`config.mk`:
```
export PLATFORM = sky130hd
export DESIGN_NAME = i2c_read_sched
export DESIGN_NICKNAME = d
export VERILOG_FILES = /design/src/rtl/i2c_read_sched.sv
export SDC_FILE = /design/constraint.sdc
export NUM_CORES = 1
export LEC_CHECK = 0
export ABC_AREA = 1
export ABC_CLOCK_PERIOD_IN_PS = 2300
export BUFFER_PORTS_ARGS = -buffer_cell sky130_fd_sc_hd__buf_2
export CAP_MARGIN = 20
export CORE_MARGIN = 2
export CORE_UTILIZATION = 59
export CTS_BUF_LIST = sky130_fd_sc_hd__clkbuf_4 sky130_fd_sc_hd__clkbuf_8
export DETAILED_ROUTE_END_ITERATION = 8
export GPL_TIMING_DRIVEN = 1
export PLACE_DENSITY = 0.82
export SLEW_MARGIN = 25
export SYNTH_ARGS = -nofsm -noshare
export SYNTH_HDL_FRONTEND = slang
export SYNTH_SLANG_ARGS = --single-unit
```
`constraint.sdc`:
```
create_clock -name clk -period 2.3 [get_ports clk]
set_input_delay 0 -clock clk [delete_from_list [all_inputs] [get_ports clk]]
set_output_delay 0 -clock clk [all_outputs]
set_load 0.02 [all_outputs]
```
`src/rtl/i2c_read_sched.sv`:
```
// i2c_read_sched: schedules temperature reads through a byte-level I2C master.
// Periodic poll plus host requests, NACK/timeout retry with backoff.
//
// Ports:
//   clk, rst_n            clock, synchronous active-low reset
//   host_req / host_ack   host read request pulse / completion pulse
//   m_start, m_addr, m_rw master command (start pulse, address, read)
//   m_busy, m_done,       master status; m_nack and m_rdata are
//   m_nack, m_rdata       valid only with m_done
//   temp, temp_valid, err latest good sample and status
//   retry_cnt             retries used by current/last request
module i2c_read_sched #(
  parameter int unsigned POLL_PERIOD = 100000,
  parameter logic [6:0]  SLAVE_ADDR  = 7'h48,
  parameter int unsigned MAX_RETRY   = 3,
  parameter int unsigned BACKOFF_CYC = 16,
  parameter int unsigned TIMEOUT_CYC = 4096
) (
  input  logic       clk,
  input  logic       rst_n,
  input  logic       host_req,
  output logic       host_ack,
  output logic       m_start,
  output logic [6:0] m_addr,
  output logic       m_rw,
  input  logic       m_busy,
  input  logic       m_done,
  input  logic       m_nack,
  input  logic [7:0] m_rdata,
  output logic [7:0] temp,
  output logic       temp_valid,
  output logic       err,
  output logic [2:0] retry_cnt
);

  localparam int PW = (POLL_PERIOD > 1) ? $clog2(POLL_PERIOD) : 1;
  localparam int TW = (TIMEOUT_CYC > 1) ? $clog2(TIMEOUT_CYC) : 1;
  localparam int BW = $clog2(BACKOFF_CYC + 1);

  localparam logic [PW-1:0] TICK_LAST = PW'(POLL_PERIOD - 1);
  localparam logic [TW-1:0] WD_LAST   = TW'(TIMEOUT_CYC - 1);
  localparam logic [BW-1:0] BO_LAST   = BW'(BACKOFF_CYC);
  localparam logic [2:0]    MAXR      = 3'(MAX_RETRY);

  typedef enum logic [1:0] {
    S_IDLE,
    S_ISSUE,
    S_WAIT,
    S_BACKOFF
  } state_e;

  state_e        state_q, state_d;
  logic [PW-1:0] tick_cnt_q, tick_cnt_d;
  logic [TW-1:0] wd_cnt_q, wd_cnt_d;
  logic [BW-1:0] bo_cnt_q, bo_cnt_d;
  logic          poll_pend_q, poll_pend_d;
  logic          host_pend_q, host_pend_d;
  logic          serve_host_q, serve_host_d;
  logic          serve_poll_q, serve_poll_d;
  logic [2:0]    retry_q, retry_d;
  logic [7:0]    temp_q, temp_d;
  logic          valid_q, valid_d;
  logic          err_q, err_d;
  logic          ack_q, ack_d;

  logic tick;
  logic want;
  logic consume;
  logic fail;

  assign tick    = (tick_cnt_q == TICK_LAST);
  assign want    = host_req | host_pend_q | tick | poll_pend_q;
  assign consume = (state_q == S_IDLE) & want & ~m_busy;

  always_comb begin
    state_d      = state_q;
    wd_cnt_d     = wd_cnt_q;
    bo_cnt_d     = bo_cnt_q;
    serve_host_d = serve_host_q;
    serve_poll_d = serve_poll_q;
    retry_d      = retry_q;
    temp_d       = temp_q;
    valid_d      = valid_q;
    err_d        = err_q;
    ack_d        = 1'b0;
    fail         = 1'b0;

    tick_cnt_d = tick ? '0 : tick_cnt_q + PW'(1);

    // Requests not taken this cycle coalesce into one pending flag.
    host_pend_d = consume ? 1'b0 : (host_pend_q | host_req);
    poll_pend_d = consume ? 1'b0 : (poll_pend_q | tick);

    unique case (state_q)
      S_IDLE: begin
        if (consume) begin
          state_d      = S_ISSUE;
          serve_host_d = host_req | host_pend_q;
          serve_poll_d = tick | poll_pend_q;
          retry_d      = '0;
        end
      end
      S_ISSUE: begin
        wd_cnt_d = '0;
        state_d  = S_WAIT;
      end
      S_WAIT: begin
        wd_cnt_d = wd_cnt_q + TW'(1);
        // m_done takes priority over a coincident timeout.
        if (m_done) begin
          if (!m_nack) begin
            temp_d  = m_rdata;
            valid_d = 1'b1;
            err_d   = 1'b0;
            ack_d   = serve_host_q;
            state_d = S_IDLE;
          end else begin
            fail = 1'b1;
          end
        end else if (wd_cnt_q == WD_LAST) begin
          fail = 1'b1;
        end
        if (fail) begin
          if (retry_q < MAXR) begin
            retry_d  = retry_q + 3'd1;
            bo_cnt_d = '0;
            state_d  = S_BACKOFF;
          end else begin
            err_d   = 1'b1;
            ack_d   = serve_host_q;
            state_d = S_IDLE;
          end
        end
      end
      S_BACKOFF: begin
        // Retries skip the m_busy check.
        if (bo_cnt_q == BO_LAST) begin
          state_d = S_ISSUE;
        end else begin
          bo_cnt_d = bo_cnt_q + BW'(1);
        end
      end
      default: state_d = S_IDLE;
    endcase
  end

  always_ff @(posedge clk) begin
    if (!rst_n) begin
      state_q      <= S_IDLE;
      tick_cnt_q   <= '0;
      wd_cnt_q     <= '0;
      bo_cnt_q     <= '0;
      poll_pend_q  <= 1'b0;
      host_pend_q  <= 1'b0;
      serve_host_q <= 1'b0;
      serve_poll_q <= 1'b0;
      retry_q      <= '0;
      temp_q       <= '0;
      valid_q      <= 1'b0;
      err_q        <= 1'b0;
      ack_q        <= 1'b0;
    end else begin
      state_q      <= state_d;
      tick_cnt_q   <= tick_cnt_d;
      wd_cnt_q     <= wd_cnt_d;
      bo_cnt_q     <= bo_cnt_d;
      poll_pend_q  <= poll_pend_d;
      host_pend_q  <= host_pend_d;
      serve_host_q <= serve_host_d;
      serve_poll_q <= serve_poll_d;
      retry_q      <= retry_d;
      temp_q       <= temp_d;
      valid_q      <= valid_d;
      err_q        <= err_d;
      ack_q        <= ack_d;
    end
  end

  assign m_start    = (state_q == S_ISSUE);
  assign m_addr     = SLAVE_ADDR;
  assign m_rw       = 1'b1;
  assign host_ack   = ack_q;
  assign temp       = temp_q;
  assign temp_valid = valid_q;
  assign err        = err_q;
  assign retry_cnt  = retry_q;

endmodule

```
# Word level (Yosys, flattened, before mapping)
# Cells that the tools add are included.
[totals]
in_bits = 14
elab_cells = 79
register_bits = 53
[op_classes]
n_bitwise = 9
add_sub_neg = 4
reduce_logical = 12
eq_ne = 13
order_cmp = 1
mux = 28
[ops]
columns = ["op", "count"]
rows = [
  ["$pmux 12 s2", 1],
  ["$add 17x1->17 const B", 1],
  ["$eq 17x17->1 const B", 1],
  ["$mux 5", 3],
  ["$add 12x1->12 const B", 1],
  ["$eq 12x12->1 const B", 1],
  ["$mux 1", 12],
  ["$mux 2", 6],
  ["$reduce_and 4->1", 3],
  ["$ne 2x2->1 const B", 5],
  ["$pmux 5 s2", 1],
  ["$mux 3", 3],
  ["$pmux 2 s4", 1],
  ["$ne 3x3->1 const B", 2],
  ["$pmux 3 s2", 1],
  ["$reduce_bool 2->1", 3],
  ["$add 5x1->5 const B", 1],
  ["$eq 5x5->1 const B", 1],
  ["$eq 2x2->1 const B", 2],
  ["$or 1x1->1", 4],
  ["$reduce_and 2->1", 2],
  ["$reduce_or 2->1", 2],
  ["$add 3x1->3 const B", 1],
  ["$lt 3x2->1 const B", 1],
  ["other kinds (5)", 8],
]

# Logic depth before layout (Yosys ltp)
[logic_depth]
depth_word = 7
ltp_mapped = 12
ltp_nobuf = 12

# Worst setup path after synthesis
# Ideal clock, no wire load.
[synth_path]
path_kind = "reg2reg"
startpoint = "reg state_q[1]"
endpoint = "reg wd_cnt_q[10]"
t_arrival_ns = 1.551
period_less_slack_ns = 1.665
setup_slack_ns = 0.635
setup_ns = 0.114
required_ns = 2.186
stages_incl_launch_ff = 11
path_cell_list = "dfxtp_1 -> inv_1 -> ha_1 -> buf_6 -> inv_4 -> nor4_4 -> nand2_2 -> nor2_2 -> nand2_1 -> xor2_1 -> nor2_1"
[synth_between]
elab_chain_cells = 2
[synth_rtl]
columns = ["element", "line_no", "source"]
rows = [
  ["start: declaration", "52", "state_e state_q, state_d;"],
  ["start signal: assignment", "163", "state_q <= state_d;"],
  ["$eq 2x2->1 / $eq 2x1->1 (equally long branches)", "94", "unique case (state_q)"],
  ["$pmux 12 s2 / $reduce_bool 2->1 (equally long branches)", "-", ""],
  ["end signal: assignment", "165", "wd_cnt_q <= wd_cnt_d;"],
  ["end: declaration", "54", "logic [TW-1:0] wd_cnt_q, wd_cnt_d;"],
]
# Parallel ways exist; a longest one is shown, timed or not.
# A chain may end at the register's enable or synchronous reset.

# Final worst setup path
[layout_path]
startpoint = "reg state_q[0]"
endpoint = "reg wd_cnt_q[11]"
# Same word-level chain as after synthesis.

==> flow_metrics.env <==
export IMPL_synth_edf_count=0
export IMPL_syn_to_final_growth_pct=14.1
export IMPL_setup_violations=0
export IMPL_synthCells=355
export IMPL_min_delay_path_class="input pin to flop"
export IMPL_antenna_found_initial=0
export IMPL_clk_path_buf_depth=2
export IMPL_crit_fanout=8
export IMPL_crit_slowest_cell="ha_1"
export IMPL_swShare_pct=30.9
export IMPL_cp_num_buf_inv=1
export IMPL_fillerInstances=359
export IMPL_htreeDepth=2
export IMPL_detail_route_iter0_violations=104
export IMPL_grt_pass1_wl_um=9060
export IMPL_drv_slew=0
export IMPL_io_buffer_count=28
export IMPL_initial_utilization_pct=60.9
export IMPL_post_route_min_period_ns=1.97
export IMPL_crit_path_max_incr_delay_ns=0.50
export IMPL_synth_warnings=0
export IMPL_peakVddDrop_v=0.000367
export IMPL_start_kind="flop"
export IMPL_critical_path_required_ns=2.53
export IMPL_crit_path_end_kind="flop"
export IMPL_num_rows=24
export IMPL_grt_overflow_total=0
export IMPL_drc=0
export IMPL_vias=2293
export IMPL_cts_tree="built"
export IMPL_cts_resized=0
export IMPL_p_switching_w=0.000668
export IMPL_grt_usage_pct=22.2
export IMPL_whs_ns=0.00482
export IMPL_critPathTopFamily="simple AND/OR/NAND/NOR gates"
export IMPL_maxCapViolations=0
export IMPL_dieWidth_um=70.8
export IMPL_yosys_top_cells_count="nor2_1, dfxtp_1, nand2_1"
export IMPL_dpl_hpwl_um=3850
export IMPL_insertedDiodeCount=0
export IMPL_period_share_pct=85.6
export IMPL_final_antenna_net_count=0
export IMPL_p_leak_nw=1.28
export IMPL_status="finished clean"
export IMPL_path_clk_slew_ns=0.09
export IMPL_io_pins=37
export IMPL_clk_latency_ns=0.31
export IMPL_crit_chain="inv_1 -> ha_1 -> nand2_4 -> nor2_4 -> and3_1 -> nand2_2 -> nor2_2 -> nand3_1 -> a211oi_1"
export IMPL_syn_area_um2=2640
export IMPL_cts_root_buf="clkbuf_8"
export IMPL_final_setup_tns_ns=0
export IMPL_yosys_cell_types_count=37
export IMPL_nets=418
export IMPL_grt_setup_unrepaired="false"
export IMPL_core_um2=4320
export IMPL_synth_area_leader_cell="dfxtp_1"
export IMPL_ys_seq_area_share_pct=40.3
export IMPL_ys_ff_latch=53
export IMPL_drive_gt1_share_pct=18.4
export IMPL_cp_arrival_ns=2.19
export IMPL_clock_sinks=53
export IMPL_routed_via_density=5.12
export IMPL_cts_buffers=5
export IMPL_grt_pass1_vias=2190
export IMPL_hold_violations=0
export IMPL_p_int_w=0.00150
export IMPL_final_cells=448
export IMPL_avgSynthCellArea_um2=7.42
export IMPL_gp_congestion=0.871
export IMPL_synth_ff_type="dfxtp_1"
export IMPL_power_density_nw_per_um2=720
export IMPL_fin_skew_ns=0.0111
export IMPL_die_h_um=70.8
export IMPL_dieArea_um2=5020
export IMPL_p_seq_share_pct=46.6
export IMPL_yosysMostFrequentCell="nor2_1"
export IMPL_placed_cells=431
export IMPL_firstDrtPassIters=4
export IMPL_synth_area_top_cells="dfxtp_1, nor2_1, nand2_1, a21oi_1, inv_1"
export IMPL_yosysTopAreaCellShare_pct=40.3
export IMPL_wirelength_um=5280
export IMPL_p_comb_share_pct=22.4
export IMPL_worstSetupPathType="flop to flop"
export IMPL_grt_max_degree=16
export IMPL_clkPwrFrac_pct=30.9
export IMPL_wl_per_cell_um=11.8
export IMPL_timing_fmax_mhz=508
export IMPL_async_reset_ff_share_pct=0
==> sequential cells by signal, indices dropped and copies added, names as in the netlist, 2 cells and up <==
register / count
retry_cnt: 3
bo_cnt_q: 5
tick_cnt_q: 17
wd_cnt_q: 12
temp: 8
state_q: 2
==> metrics by stage <==
step	setup slack (ns)	total power [W]	util [%]	area, µm²
finish	0.332	0.00217	69.5	3010
detailed placement	0.388	0.00150	64.6	2800
CTS	0.342	0.00217	69.5	3010
floorplan	0.635	0.00142	-	2660
global route	0.162	0.00226	69.5	3010
global placement	0.483	0.00149	64.6	2800
==> cell type report <==
cell class | count | area (µm²) | area share, %
Multi-Input combinational cell | 249 | 1330 | 44.3
Sequential cell | 53 | 1060 | 35.3
Timing Repair Buffer | 40 | 253 | 8.41
Inverter | 46 | 175 | 5.83
Clock buffer | 7 | 90.1 | 3.00
Tap cell | 52 | 65.1 | 2.16
Clock inverter | 1 | 30.0 | 0.999
==> cell usage in the layout, fill, tap and decap left out, drive strengths merged <==
| cell type | count |
|---|---|
| a211oi | 3 |
| a21oi | 32 |
| a41o | 1 |
| and3 | 2 |
| buf | 31 |
| bufinv | 1 |
| clkbuf | 7 |
| clkinv | 1 |
| conb | 8 |
| dfxtp | 53 |
| dlygate4sd3 | 9 |
| ha | 9 |
| inv | 45 |
| nand2 | 56 |
| nand3 | 26 |
| nand4 | 5 |
| nor2 | 63 |
| nor3 | 8 |
| nor3b | 1 |
| nor4 | 2 |
| o21a | 2 |
| o21ai | 20 |
| or2 | 4 |
| xnor2 | 1 |
| xor2 | 6 |
==> layer usage <==
metal	vias to the layer above	GRT usage [%]	wire length (µm)	share of wire [%]
met1	1036	25.9	2350	45
met4	0	6.71	60	1.1
li1	1203	-	-	-
met5	-	0	0	0
met3	6	5.84	258	4.9
met2	48	39.8	2610	49
==> worst paths after layout <==
kind | start | endpoint | slack, ns | depth (start not counted)
setup reg to reg | state_q[0]$_SDFFE_PN0P_ | wd_cnt_q[11]$_SDFFE_PN0N_ | 0.33 | 9
hold / removal | rst_n | state_q[0]$_SDFFE_PN0P_ | 0.005 | 3
setup / recovery | state_q[0]$_SDFFE_PN0P_ | wd_cnt_q[11]$_SDFFE_PN0N_ | 0.33 | 9
hold reg to reg | tick_cnt_q[0]$_SDFF_PP0_ | tick_cnt_q[0]$_SDFF_PP0_ | 0.45 | 1
==> power by group through the flow <==
stage                     Combinational (W)  Clock (W)  Sequential [W]
after detailed placement           0.000475          0         0.00103
after CTS                          0.000485   0.000674         0.00101
final                              0.000486   0.000670         0.00101
after floorplan                    0.000358          0         0.00106
after global routing               0.000543   0.000701         0.00102
after global placement             0.000465          0         0.00103
==> worst reg2reg max path, cell delays in order, from the launching register on <==
cell,delay (ns)
dfxtp_1,0.38
inv_1,0.10
ha_1,0.50
nand2_4,0.09
nor2_4,0.12
and3_1,0.20
nand2_2,0.08
nor2_2,0.14
nand3_1,0.09
a211oi_1,0.19
==> cells by family after synthesis <==
kind of cell               Yosys count  synth area share, %
and+or+nand+nor                    167                 30.7
buffers and inverters               59                 10.1
AOI/OAI and AO/OA                   58                 12.1
DFF                                 53                 40.3
adders and majority gates            9                 4.27
xor gates and xnor gates             7                 2.33
other                                2                0.285
==> what timing repair did <==
action                                 4_1_cts  5_1_grt
buffers inserted                             0        0
hold buffers                                 9        0
endpoints found under the hold margin        9        0
Note: power is estimated with default switching activity, not from simulation.
